## src/rtl/exec_muldiv_unit.sv

```systemverilog
// -----------------------------------------------------------------------------
// exec_muldiv_unit
// Iterative RV32M multiply/divide unit for the Execute stage. One radix-2
// step per clock: shift-add multiply into a 2*WIDTH product, restoring divide.
// Divide-by-zero and signed overflow complete on a fast path straight to DONE.
//
// Optional build macro:
//   MULDIV_EARLY_OUT_EN - multiply leaves ITER as soon as the remaining
//                         multiplier bits are all zero (divide unaffected).
//
// Ports:
//   clk     in   clock, rising edge
//   rst     in   asynchronous, active-high reset
//   FlushE  in   synchronous kill of the in-flight op
//   StartE  in   muldiv instruction present in E stage
//   OpE     in   0 MUL,1 MULH,2 MULHSU,3 MULHU,4 DIV,5 DIVU,6 REM,7 REMU
//   SrcAE   in   rs1 value (forwarded)
//   SrcBE   in   rs2 value (forwarded)
//   RdE     in   destination register tag
//   Busy    out  stall request to the hazard unit (combinational)
//   Done    out  one-cycle result-valid pulse (registered)
//   Result  out  result, holds until the next completion (registered)
//   RdOut   out  tag for Result (registered)
// -----------------------------------------------------------------------------
module exec_muldiv_unit #(
  parameter int unsigned WIDTH = 32
) (
  input  logic             clk,
  input  logic             rst,
  input  logic             FlushE,
  input  logic             StartE,
  input  logic [2:0]       OpE,
  input  logic [WIDTH-1:0] SrcAE,
  input  logic [WIDTH-1:0] SrcBE,
  input  logic [4:0]       RdE,
  output logic             Busy,
  output logic             Done,
  output logic [WIDTH-1:0] Result,
  output logic [4:0]       RdOut
);

  localparam int unsigned CNT_W  = 6;
  localparam int unsigned PROD_W = 2 * WIDTH;
  localparam int unsigned TAG_W  = 5;

  localparam logic [CNT_W-1:0] CNT_LAST = CNT_W'(WIDTH - 1);
  localparam logic [WIDTH-1:0] MIN_NEG  = {1'b1, {(WIDTH-1){1'b0}}};

  localparam logic [2:0] OP_MUL    = 3'd0;
  localparam logic [2:0] OP_MULH   = 3'd1;
  localparam logic [2:0] OP_MULHSU = 3'd2;
  localparam logic [2:0] OP_DIV    = 3'd4;
  localparam logic [2:0] OP_REM    = 3'd6;

  typedef enum logic [1:0] {
    IDLE = 2'd0,
    ITER = 2'd1,
    FIX  = 2'd2,
    DONE = 2'd3
  } state_e;

  state_e             state_q,  state_d;
  logic [CNT_W-1:0]   cnt_q,    cnt_d;
  logic [2:0]         op_q,     op_d;
  logic [TAG_W-1:0]   rd_q,     rd_d;
  logic               neg_q,    neg_d;
  logic [PROD_W-1:0]  acc_q,    acc_d;     // product, or {remainder, quotient}
  logic [PROD_W-1:0]  mcand_q,  mcand_d;   // shifted multiplicand
  logic [WIDTH-1:0]   opb_q,    opb_d;     // multiplier (shifting) or divisor
  logic [WIDTH-1:0]   result_q, result_d;
  logic [TAG_W-1:0]   rd_out_q, rd_out_d;
  logic               done_q,   done_d;

  // Operand decode at the accept edge
  logic             a_signed_c, b_signed_c;
  logic             sign_a_c, sign_b_c;
  logic [WIDTH-1:0] mag_a_c, mag_b_c;
  logic             is_div_c, is_rem_c;
  logic             neg_c;
  logic             div_zero_c, div_ovf_c;
  logic [WIDTH-1:0] fast_res_c;

  always_comb begin
    a_signed_c = (OpE == OP_MUL) | (OpE == OP_MULH) | (OpE == OP_MULHSU) |
                 (OpE == OP_DIV) | (OpE == OP_REM);
    b_signed_c = (OpE == OP_MUL) | (OpE == OP_MULH) |
                 (OpE == OP_DIV) | (OpE == OP_REM);
    sign_a_c   = a_signed_c & SrcAE[WIDTH-1];
    sign_b_c   = b_signed_c & SrcBE[WIDTH-1];
    mag_a_c    = sign_a_c ? (~SrcAE + WIDTH'(1)) : SrcAE;
    mag_b_c    = sign_b_c ? (~SrcBE + WIDTH'(1)) : SrcBE;
    is_div_c   = OpE[2];
    is_rem_c   = OpE[2] & OpE[1];
    // Remainder takes the dividend's sign; product/quotient the XOR
    neg_c      = is_rem_c ? sign_a_c : (sign_a_c ^ sign_b_c);
    div_zero_c = is_div_c & (SrcBE == '0);
    div_ovf_c  = is_div_c & ~OpE[0] & (SrcAE == MIN_NEG) & (SrcBE == '1);
    if (div_zero_c) begin
      fast_res_c = is_rem_c ? SrcAE : '1;
    end else begin
      fast_res_c = is_rem_c ? '0 : MIN_NEG;
    end
  end

  // One iteration step for each algorithm
  logic [PROD_W-1:0] mul_next_c;
  logic [WIDTH:0]    div_trial_c;
  logic              div_ge_c;
  logic [WIDTH-1:0]  div_diff_c;
  logic [WIDTH-1:0]  div_rem_c;
  logic [PROD_W-1:0] div_next_c;

  always_comb begin
    mul_next_c  = acc_q + (opb_q[0] ? mcand_q : '0);
    // Remainder shifted left with the next dividend bit brought in
    div_trial_c = acc_q[PROD_W-1:WIDTH-1];
    div_ge_c    = div_trial_c >= {1'b0, opb_q};
    // True difference is below 2^WIDTH whenever it is used
    div_diff_c  = div_trial_c[WIDTH-1:0] - opb_q;
    div_rem_c   = div_ge_c ? div_diff_c : div_trial_c[WIDTH-1:0];
    div_next_c  = {div_rem_c, acc_q[WIDTH-2:0], div_ge_c};
  end

`ifdef MULDIV_EARLY_OUT_EN
  // Bits still to be consumed after the one processed this edge
  logic mul_rest_zero_c;
  assign mul_rest_zero_c = (opb_q[WIDTH-1:1] == '0);
`endif

  // Sign fix-up and result selection
  logic [PROD_W-1:0] prod_fix_c;
  logic [WIDTH-1:0]  div_sel_c;
  logic [WIDTH-1:0]  div_fix_c;
  logic [WIDTH-1:0]  fix_res_c;

  always_comb begin
    prod_fix_c = neg_q ? (~acc_q + PROD_W'(1)) : acc_q;
    div_sel_c  = op_q[1] ? acc_q[PROD_W-1:WIDTH] : acc_q[WIDTH-1:0];
    div_fix_c  = neg_q ? (~div_sel_c + WIDTH'(1)) : div_sel_c;
    if (op_q[2]) begin
      fix_res_c = div_fix_c;
    end else if (op_q == OP_MUL) begin
      fix_res_c = prod_fix_c[WIDTH-1:0];
    end else begin
      fix_res_c = prod_fix_c[PROD_W-1:WIDTH];
    end
  end

  // Next-state and datapath control
  always_comb begin
    state_d  = state_q;
    cnt_d    = cnt_q;
    op_d     = op_q;
    rd_d     = rd_q;
    neg_d    = neg_q;
    acc_d    = acc_q;
    mcand_d  = mcand_q;
    opb_d    = opb_q;
    result_d = result_q;
    rd_out_d = rd_out_q;

    unique case (state_q)
      IDLE: begin
        if (StartE && !FlushE) begin
          op_d    = OpE;
          rd_d    = RdE;
          neg_d   = neg_c;
          cnt_d   = '0;
          mcand_d = {{WIDTH{1'b0}}, mag_a_c};
          opb_d   = mag_b_c;
          acc_d   = is_div_c ? {{WIDTH{1'b0}}, mag_a_c} : '0;
          if (div_zero_c || div_ovf_c) begin
            result_d = fast_res_c;
            rd_out_d = RdE;
            state_d  = DONE;
`ifdef MULDIV_EARLY_OUT_EN
          end else if (!is_div_c && (mag_b_c == '0)) begin
            state_d = FIX;
`endif
          end else begin
            state_d = ITER;
          end
        end
      end

      ITER: begin
        if (FlushE) begin
          state_d = IDLE;
          cnt_d   = '0;
        end else begin
          cnt_d = cnt_q + CNT_W'(1);
          if (op_q[2]) begin
            acc_d = div_next_c;
          end else begin
            acc_d   = mul_next_c;
            mcand_d = mcand_q << 1;
            opb_d   = opb_q >> 1;
          end
`ifdef MULDIV_EARLY_OUT_EN
          if ((cnt_q == CNT_LAST) || (!op_q[2] && mul_rest_zero_c)) begin
            state_d = FIX;
          end
`else
          if (cnt_q == CNT_LAST) begin
            state_d = FIX;
          end
`endif
        end
      end

      FIX: begin
        if (FlushE) begin
          state_d = IDLE;
          cnt_d   = '0;
        end else begin
          result_d = fix_res_c;
          rd_out_d = rd_q;
          state_d  = DONE;
        end
      end

      DONE: begin
        // Same instruction still sits in E, so StartE is not looked at
        state_d = IDLE;
      end

      default: state_d = IDLE;
    endcase

    done_d = (state_d == DONE);
  end

  // State and datapath registers
  always_ff @(posedge clk or posedge rst) begin
    if (rst) begin
      state_q  <= IDLE;
      cnt_q    <= '0;
      op_q     <= '0;
      rd_q     <= '0;
      neg_q    <= 1'b0;
      acc_q    <= '0;
      mcand_q  <= '0;
      opb_q    <= '0;
      result_q <= '0;
      rd_out_q <= '0;
      done_q   <= 1'b0;
    end else begin
      state_q  <= state_d;
      cnt_q    <= cnt_d;
      op_q     <= op_d;
      rd_q     <= rd_d;
      neg_q    <= neg_d;
      acc_q    <= acc_d;
      mcand_q  <= mcand_d;
      opb_q    <= opb_d;
      result_q <= result_d;
      rd_out_q <= rd_out_d;
      done_q   <= done_d;
    end
  end

  // Stall request; low in DONE so the pipeline advances on the edge ending it
  assign Busy   = ~rst & (((state_q == IDLE) & StartE & ~FlushE) |
                          (state_q == ITER) | (state_q == FIX));
  assign Done   = done_q;
  assign Result = result_q;
  assign RdOut  = rd_out_q;

endmodule

```

## config.mk

```make
export PLATFORM = sky130hd
export DESIGN_NAME = exec_muldiv_unit
export DESIGN_NICKNAME = d
export VERILOG_FILES = /design/src/rtl/exec_muldiv_unit.sv
export SDC_FILE = /design/constraint.sdc
export NUM_CORES = 1
export LEC_CHECK = 0
export CAP_MARGIN = 10
export CORE_UTILIZATION = 35
export CTS_CLUSTER_SIZE = 24
export DETAILED_ROUTE_END_ITERATION = 10
export DONT_BUFFER_PORTS = 1
export PLACE_DENSITY = 0.51
export SLEW_MARGIN = 10
export SYNTH_ARGS = -nofsm -noshare
export SYNTH_HDL_FRONTEND = slang
export SYNTH_SLANG_ARGS = --single-unit
export TNS_END_PERCENT = 20
```

## constraint.sdc

```tcl
create_clock -name clk -period 20 [get_ports clk]
set_input_delay 4 -clock clk [delete_from_list [all_inputs] [get_ports clk]]
set_output_delay 4 -clock clk [all_outputs]
set_load 0.01 [all_outputs]
```

==> results.toml <==
[finish]
finalInstanceArea_um2 = 21700
final_cells = 3348
fill_cells = 5992
synthToLayoutAreaGrowth_pct = 7.14
drive_above_1_share_pct = 4.79
nNetsFinal = 2748
utilization_pct = 38.2

[worst_setup_path]
worstSetupPathType = "input port to primary output"
required_ps = 16000
critPathMaxFanout = 97
crit_path_end_kind = "primary output"
worstSetupStartpointType = "input port"
worstPathArrival_ps = 5130

[yosys]
synth_top_area_share_pct = 26.6
synth_compound_area_share_pct = 27.7
synth_edf_count = 0
synth-seq-cells = 215
syn_area_um2 = 20200
synthCells = 2706
synthMuxAreaShare_pct = 3.26
yosysSeqAreaShare_pct = 26.6
yosysTopAreaCell = "dfrtp_1"
synth.area.top_cells = "dfrtp_1, o21ai_0, nand2_1"
synth_top_family_by_area = "compound AO/OA/AOI/OAI gates"
synth_area_per_cell_um2 = 7.48
synth_ff_type = "dfrtp_1"
syn_nets = 2885
synth_xor_area_share_pct = 10.1
ys.warnings.count = 0
async_flop_share_pct = 100
synth_most_common_cell = "nand2_1"
synth_cell_type_count = 75
synthSimpleGateAreaFrac_pct = 21.0
synth-adder-area-share_pct = 6.44
synth.top_cells.by_count = "nand2_1, o21ai_0, a21oi_1, dfrtp_1, nor2_1"

[drt]
wl_per_cell_um = 22.4
initialDrtViolationCount = 1656
vias_per_cell = 5.85
ant_nets = 0
dr_total_vias = 19600
routed_wl_um = 75100
drc = 0
firstDrtPassIters = 6

[floorplan]
row_count = 87
die_w_um = 242
die-area_um2 = 58800
die_h_um = 242
io_pins = 115
coreArea_um2 = 56700
initial_core_util_pct = 35.7

[global_route]
use_met1_pct = 33.7
grt_start_max_net_pins = 101
gr-usage-met2_pct = 40.8
grt_pass1_vias = 19000
grt_antenna_before_repair = 1
grt_use_total_pct = 25.1
grt_pass1_wl_um = 116000
gr-usage-met3_pct = 3.89
grt-ovfl-total = 0
grt-busiest-layer = "met2"

[timing]
slew_violations = 0
timing.final.crit_share_pct = 45.6
setup_tns_ps = 0
rsz0062_at_grt = "no"
clock.fmax_ghz = 0.110
hold_viol = 0
period_needed_ps = 9130
skew_ps = 12.0
slew-limit-headroom_pct = 29.7
setup_viol = 0
tightest_slew_ps = 1040

[placed_design]
dp_hpwl_um = 56700
io_buffer_count = 0
routabilityCongestion = 0.946
place_area_um2 = 20700
dp_cells = 3294

[clock_network]
cts_root_buffer = "clkbuf_16"
htreeDepth = 1
clock_sinks = 215
hold_buffers = 0
cts_max_path_buffers = 3
cts_resized = 0
worstSkewPairLatency_ps = 590
cts_setup_buffers = 0
numCtsBuffers = 29
clk_pin_slew_ps = 50
tritoncts = "done"

[pwr]
p_total_uw = 2840
max-vdd-ir-drop_mv = 0.0831
p_leak_uw = 0.00893
pwr_density_cell_nw_per_um2 = 131

[outcome]
status = "finished, final reports clean"

[hold_path]
worstHoldPathType = "register to register"

[job]
maxCapViolCount = 0
[state kept, by name, summed over array words and instances (netlist names)]
register	cells
Done	1
RdOut	5
Result	32
acc_q	64
cnt_q	6
mcand_q	64
neg_q	1
op_q	3
opb_q	32
rd_q	5
state_q	2
[per-stage QoR]
stage	hold WS [ps]	setup slack [ps]
2_1_floorplan	446	7070
3_3_place_gp	459	10760
3_5_place_dp	466	10810
4_1_cts	482	10810
5_1_grt	493	10750
6_report	482	10870
[final timing paths]
path,cells after the start,slack [ps],from,to
min in group asynchronous,1,3400,rst,acc_q[33]
max,3,10870,rst,Busy
max in group asynchronous,2,15300,rst,Done
min reg2reg,2,480,rd_q[1],rd_q[1]
min,2,480,rd_q[1],rd_q[1]
max reg2reg,15,14640,opb_q[0],acc_q[56]
[logic make-up (layout without fill, tap and decap cells)]
group / Yosys count / after routing
other cells: 0 / 2
flops: 215 / 215
fa+ha+maj: 103 / 103
xor+xnor: 233 / 233
mux: 65 / 65
buf+inv: 262 / 146
simple gates: 918 / 918
compound gates: 910 / 910
[area by class of cell]
class / count / area, um2 / area share, %
antenna: 2 / 5.00 / 0.0231
clock buffer: 41 / 831 / 3.83
clock inverter: 11 / 143 / 0.658
inverter: 65 / 251 / 1.16
multi-input combinational: 2229 / 13900 / 64.1
sequential: 215 / 5390 / 24.8
tap: 756 / 946 / 4.36
timing repair buffer: 29 / 218 / 1.00
[cell usage in the layout (no fill, tap or decap), types with 22 or more instances in the layout]
cell	netlist	layout
o21a_1	28	28
clkbuf_16	0	29
a21oi_1	231	231
and2_1	74	74
nor2_1	203	199
nand3_1	38	38
a31oi_1	25	25
o21ai_0	322	322
inv_1	64	63
xnor2_1	115	115
o211ai_1	30	30
o31ai_1	37	37
xor2_1	118	118
dfrtp_1	215	212
nand4_1	25	25
mux2i_1	57	57
or3_1	22	22
buf_4	0	29
ha_1	101	101
nor3_1	49	48
o221ai_1	41	41
a21o_1	42	42
a211oi_1	22	22
nand2_1	398	398
[routing by layer]
| metal | part of all wire, % | routed length, um | vias to the layer above |
|---|---|---|---|
| met5 | 0.043 | 32 | - |
| met4 | 3.6 | 2710 | 4 |
| met3 | 6.6 | 4980 | 128 |
| met2 | 45 | 34200 | 664 |
| met1 | 44 | 33200 | 9348 |
| li1 | - | - | 9427 |
[report_power, final]
| part | total, uW | leakage (uW) | internal (uW) | switching, uW |
|---|---|---|---|---|
| combinational | 1550 | 0.00565 | 620 | 933 |
| sequential | 748 | 0.00281 | 516 | 232 |
| clock | 541 | 0.000475 | 326 | 215 |
| total | 2840 | 0.00893 | 1460 | 1380 |
[critical path: stages]
cell,delay (ps)
inv_8,420
nand2_1,100
a21oi_1,490
(Power assumes the default switching activity.)
